--- src/rtl/output_uart_pkg.sv ---
// Shared types and default bus addresses for the serial output peripheral.
package output_uart_pkg;
  typedef enum logic [1:0] {IDLE, START, DATA, STOP} tx_state_t;

  localparam logic [7:0] OUT_DATA_ADDR   = 8'hFF;
  localparam logic [7:0] OUT_STATUS_ADDR = 8'hFE;
endpackage

--- src/rtl/output_uart_fifo.sv ---
// Generic synchronous FIFO with extra-MSB pointers; head word is readable
// combinationally so a consumer can pop and use it on the same edge.
module sync_fifo #(
  parameter int WIDTH = 8,
  parameter int DEPTH = 8
) (
  input  logic             clk,
  input  logic             rst,
  input  logic             push,
  input  logic             pop,
  input  logic [WIDTH-1:0] din,
  output logic [WIDTH-1:0] dout,
  output logic             full,
  output logic             empty
);
  localparam int AW = $clog2(DEPTH);

  logic [WIDTH-1:0] mem [DEPTH];
  logic [AW:0]      wrPtr;
  logic [AW:0]      rdPtr;

  always_ff @(posedge clk) begin
    if (!rst) begin
      wrPtr <= '0;
      rdPtr <= '0;
    end else begin
      if (push) wrPtr <= wrPtr + (AW+1)'(1);
      if (pop)  rdPtr <= rdPtr + (AW+1)'(1);
    end
  end

  always_ff @(posedge clk) begin
    if (push) mem[wrPtr[AW-1:0]] <= din;
  end

  assign dout  = mem[rdPtr[AW-1:0]];
  // Same index with differing wrap bits means the writer is a full lap ahead.
  assign full  = (wrPtr[AW] != rdPtr[AW]) && (wrPtr[AW-1:0] == rdPtr[AW-1:0]);
  assign empty = (wrPtr == rdPtr);
endmodule

--- src/rtl/output_uart.sv ---
// Bus-snooping serial output: captures bytes written to DATA_ADDR and
// shifts them out as 8N1 frames on txd.
module output_uart
  import output_uart_pkg::*;
#(
  parameter int         DEPTH        = 8,
  parameter int         CLKS_PER_BIT = 16,
  parameter logic [7:0] DATA_ADDR    = OUT_DATA_ADDR,
  parameter logic [7:0] STATUS_ADDR  = OUT_STATUS_ADDR
) (
  input  logic       clk,
  input  logic       rst,
  input  logic [7:0] memAddress,
  input  logic [7:0] memIn,
  input  logic       memWrEnable,
  output logic [7:0] statusOut,
  output logic [7:0] dropCount,
  output logic       full,
  output logic       busy,
  output logic       txd
);
  localparam int              TW         = (CLKS_PER_BIT > 2) ? $clog2(CLKS_PER_BIT) : 1;
  localparam logic [TW-1:0]   TIMER_LAST = TW'(CLKS_PER_BIT - 1);

  tx_state_t   state, stateNext;
  logic [TW-1:0] timer, timerNext;
  logic [2:0]  bitIdx, bitIdxNext;
  logic [7:0]  shiftReg, shiftNext;
  logic        txdReg, txdNext;
  logic [7:0]  dropNext;
  logic [7:0]  fifoDout;
  logic        fifoEmpty;
  logic        doPop, doPush, wrData, wrClear, timerDone;

  assign wrData    = memWrEnable && (memAddress == DATA_ADDR);
  assign wrClear   = memWrEnable && (memAddress == STATUS_ADDR) && memIn[0];
  // A full FIFO still accepts a byte when the transmitter frees a slot on this edge.
  assign doPush    = wrData && (!full || doPop);
  assign timerDone = (timer == TIMER_LAST);

  sync_fifo #(.WIDTH(8), .DEPTH(DEPTH)) fifo (
    .clk   (clk),
    .rst   (rst),
    .push  (doPush),
    .pop   (doPop),
    .din   (memIn),
    .dout  (fifoDout),
    .full  (full),
    .empty (fifoEmpty)
  );

  always_comb begin
    stateNext  = state;
    timerNext  = timer;
    bitIdxNext = bitIdx;
    shiftNext  = shiftReg;
    txdNext    = txdReg;
    doPop      = 1'b0;
    case (state)
      IDLE: begin
        if (!fifoEmpty) begin
          doPop     = 1'b1;
          stateNext = START;
          timerNext = '0;
          shiftNext = fifoDout;
          txdNext   = 1'b0;
        end
      end
      START: begin
        if (timerDone) begin
          stateNext  = DATA;
          timerNext  = '0;
          bitIdxNext = 3'd0;
          txdNext    = shiftReg[0];
        end else begin
          timerNext = timer + TW'(1);
        end
      end
      DATA: begin
        if (timerDone) begin
          timerNext = '0;
          if (bitIdx == 3'd7) begin
            stateNext = STOP;
            txdNext   = 1'b1;
          end else begin
            bitIdxNext = bitIdx + 3'd1;
            shiftNext  = {1'b0, shiftReg[7:1]};
            txdNext    = shiftReg[1];
          end
        end else begin
          timerNext = timer + TW'(1);
        end
      end
      STOP: begin
        if (timerDone) begin
          timerNext = '0;
          if (!fifoEmpty) begin
            doPop     = 1'b1;
            stateNext = START;
            shiftNext = fifoDout;
            txdNext   = 1'b0;
          end else begin
            stateNext = IDLE;
            txdNext   = 1'b1;
          end
        end else begin
          timerNext = timer + TW'(1);
        end
      end
      default: begin
        stateNext = IDLE;
        txdNext   = 1'b1;
      end
    endcase
  end

  always_comb begin
    dropNext = dropCount;
    if (wrClear)
      dropNext = 8'h00;
    else if (wrData && !doPush && (dropCount != 8'hFF))
      dropNext = dropCount + 8'd1;
  end

  always_ff @(posedge clk) begin
    if (!rst) begin
      state     <= IDLE;
      timer     <= '0;
      bitIdx    <= 3'd0;
      shiftReg  <= 8'h00;
      txdReg    <= 1'b1;
      dropCount <= 8'h00;
    end else begin
      state     <= stateNext;
      timer     <= timerNext;
      bitIdx    <= bitIdxNext;
      shiftReg  <= shiftNext;
      txdReg    <= txdNext;
      dropCount <= dropNext;
    end
  end

  assign txd       = txdReg;
  assign busy      = (state != IDLE) || !fifoEmpty;
  assign statusOut = {5'b0, (dropCount != 8'h00), full, busy};
endmodule

--- config.mk ---
export PLATFORM = sky130hd
export DESIGN_NAME = output_uart
export DESIGN_NICKNAME = d
export VERILOG_FILES = /design/src/rtl/output_uart_pkg.sv /design/src/rtl/output_uart_fifo.sv /design/src/rtl/output_uart.sv
export SDC_FILE = /design/constraint.sdc
export NUM_CORES = 1
export LEC_CHECK = 0
export CORE_AREA = 3 3 106 108
export DETAILED_ROUTE_END_ITERATION = 8
export DIE_AREA = 0 0 109 111
export PLACE_DENSITY = 0.73
export SETUP_SLACK_MARGIN = 0.3
export SYNTH_ARGS = -nofsm -noshare
export SYNTH_HDL_FRONTEND = slang
export SYNTH_HIERARCHICAL = 1
export SYNTH_SLANG_ARGS = --single-unit
--- constraint.sdc ---
create_clock -name clk -period 3.9 [get_ports clk]
set_input_delay 0.78 -clock clk [delete_from_list [all_inputs] [get_ports clk]]
set_output_delay 0.78 -clock clk [all_outputs]
set_load 0.05 [all_outputs]
==> key figures <==
Synthesis
  – Syn Std Cell Area: about 0.0046 mm^2
  – Cells after Synth: 343
  – Synth Area per Inst: between 10 and 15 um^2
  – Synthesis-stage register bit count: 101
  – Post-synth EDFFs: 64
  – Netlist cell types: 60
  – Top FF cell, synth: edfxtp_1
  – Async SR Flop Fraction: 0%
  – Top post-synthesis cells by area: edfxtp_1 41%, dfxtp_1 16%, mux4_1 8.5%
  – Yosys top cell area share: between 40% and 50%
  – Sequential fraction of the synthesis area: around 57%
  – Yosys warns: 6
  – Biggest area consumer among synthesized cells: edfxtp_1

Setup path
  – WP data required: ~3.1 ns
  – CP Capture Type: output port
  – CP Data Arrival Time: about 2.6 ns
  – Reg-to-reg slack, setup: 0.98 ns
  – CP Launch Type: flip-flop
  – Crit path kind: reg -> out
  – Crit path max fanout: 9

Timing
  – Final setup viols: 0
  – Worst slew pin tran: approximately 0.9 ns
  – Min cycle time layout: around 3.4 ns
  – Setup TNS Final: 0 ns
  – Setup Skew: ~0.013 ns
  – Final period utilization: about 86%
  – Fmax: 0.2964 GHz
  – Hold Fails Final Rpt: 0
  – Min Hold Slack: approximately 0.45 ns
  – Worst rel slew slack: 38.65%
  – Unrepaired setup endpoints after global routing: false
  – Final Max Slew Viols: 0

Pwr
  – Net Sw Frac: 29.51%
  – PD cells: ~430 mW/mm^2
  – Internal power: 1.589 mW
  – Max IR drop VDD: between 0.2 and 0.3 mV
  – Leakage Power: around 1.8 nW
  – Switch Pwr: ~0.66 mW
  – Clock power share: 28.2%
  – Seq pwr share: between 50% and 60%
  – Combinational group share of total power: ~19%

Routing
  – ANT nets after route: 0
  – 1st-pass router iterations: 4
  – Final wirelength: 8365 um
  – Via-per-instance ratio: roughly 5.4
  – Initial drt markers: around 170
  – Post-DR wirelength/cell: roughly 16 um
  – Vias: approximately 2800
  – DRC violations left: 0

Clocking
  – CTS Hold Bufs: 0
  – CTS HTree Levels: 3
  – Clock buffer depth: 2
  – Clock latency on the worst-skew pair: between 0.3 and 0.4 ns
  – CTS tree: done
  – CTS Buf Count: 9
  – Clock sinks: approximately 100
  – Root Buffer: clkbuf_8
  – Resized cells post-CTS: 0
  – Postcts setup bufs: 0
  – Reg clk slew, reported paths: about 0.09 ns

Global routing
  – Vias in the first global route: 2696
  – First-pass GRT wire length: 13910 um
  – Largest net degree at the start of global routing: 24
  – Grt total ovfl: 0
  – Gr usage total: 14.70%
  – Initial antenna violation count: 0

Cells and area
  – Fill count: between 800 and 900
  – Layout Nets: approximately 410
  – Most frequent cells in the layout: 64 x edfxtp_1, 37 x dfxtp_1, 32 x clkdlybuf4s50_1, 17 x inv_1, 16 x nand2_1
  – Post-route cell area: about 0.0052 mm^2
  – Reg area: 0.002663 mm^2
  – Share of layout cells above drive strength 1: roughly a tenth
  – Finished Layout Cells: slightly above 500
  – Layout area overhead: 12.89%
  – ANT cells: 0
  – Most common cell after layout, fill and taps aside: edfxtp_1
  – Multi-input gate area: roughly 0.0018 mm^2

Run status
  – Status: completed

Run
  – Max Cap Viol: 0

Placement
  – Port bufs: 32
  – DPL Wire Length: approximately 6000 um
  – Gp weighted congestion: 0.7961
  – Placed Instances: between 400 and 500
  – Area post-placement: 0.005042 mm^2

Floorplan
  – # IOs: 38
  – Initial Util: 44.93%
  – # rows: 37
  – Die H: around 110 um
  – Area of the die: ~0.012 mm^2
  – Core area: slightly above 0.01 mm^2
  – Die X-Extent: ~110 um

Hold path
  – Hold crit path type: reg -> reg
==> area by class of cell <==
type	instances	share of cell area, %
multi-input cells	206	33.93
repair buffers	38	6.977
clock buffers	9	2.366
flip-flops and latches	101	50.85
well taps	136	3.250
inverters	18	1.290
clock inverters	7	1.338
==> power groups by stage <==
| stage | Combinational [mW] | Sequential (mW) | Clock [mW] |
|---|---|---|---|
| 6_report | 0.418 | 1.20 | 0.635 |
| 5_1_grt | 0.457 | 1.21 | 0.714 |
| 4_1_cts | 0.419 | 1.20 | 0.660 |
| 3_5_place_dp | 0.418 | 1.23 | 0 |
| 3_3_place_gp | 0.409 | 1.22 | 0 |
| 2_1_floorplan | 0.327 | 1.22 | 0 |
==> state kept, by name, indices dropped and copies added, names as in the netlist, named ones only <==
register and count:
fifo/rdPtr 4, timer 4, fifo/mem 64, state 2
fifo/wrPtr 4, dropCount 8, bitIdx 3, shiftReg 8
txd 1
==> cells by family after synthesis <==
logic type	synth area share, %
AND/OR/NAND/NOR	11.55
multiplexers	12.44
flip-flops	57.40
AO/OA/AOI/OAI	8.713
adder cells (fa/ha/maj)	3.507
buffers and inverters	4.613
other	0.08085
XOR/XNOR	1.700
==> worst max-delay path, stage by stage (launching register included) <==
cell             delay [ns]
dfxtp_1                0.50
xnor2_1                0.16
nand3_1                0.12
nor2b_1                0.28
and2_1                 0.32
inv_2                  0.14
clkdlybuf4s50_1        0.72
==> synth_stat cells (9+ instances only) <==
master	count
edfxtp_1	64
dfxtp_1	37
inv_1	17
nand2_1	16
mux4_1	15
a21oi_1	13
ha_1	13
nor2_1	13
nand2b_1	9
nor2b_1	9
==> metrics by stage <==
| stage | util [%] | setup WS, ns | power (mW) |
|---|---|---|---|
| 2_1_floorplan | - | 1.151 | 1.551 |
| 3_3_place_gp | 48.84 | 0.7249 | 1.632 |
| 3_5_place_dp | 48.84 | 0.6315 | 1.644 |
| 4_1_cts | 50.72 | 0.5166 | 2.280 |
| 5_1_grt | 50.72 | 0.3690 | 2.378 |
| 6_report | 50.72 | 0.5267 | 2.254 |
==> routing by layer <==
metal / GRT usage (%) / share of wire (%) / vias up
met1: 21.26 / 48 / 1370
met5: 0 / 0 / -
met3: 2.621 / 3.2 / 10
met4: 4.798 / 1.4 / 0
li1: - / - / 1360
met2: 22.36 / 47 / 47
==> path summary, 6_finish.rpt <==
check / startpoint / to / cells past startpoint
setup / recovery: fifo/wrPtr[0]$_SDFFE_PN0P_ / busy / 6
hold / removal: shiftReg[0]$_SDFFE_PN0P_ / shiftReg[0]$_SDFFE_PN0P_ / 2
setup reg to reg: state[0]$_SDFFE_PN0P_ / fifo/mem[5][1]$_DFFE_PP_ / 7
hold reg to reg: shiftReg[0]$_SDFFE_PN0P_ / shiftReg[0]$_SDFFE_PN0P_ / 2
(Power assumes the default switching activity.)
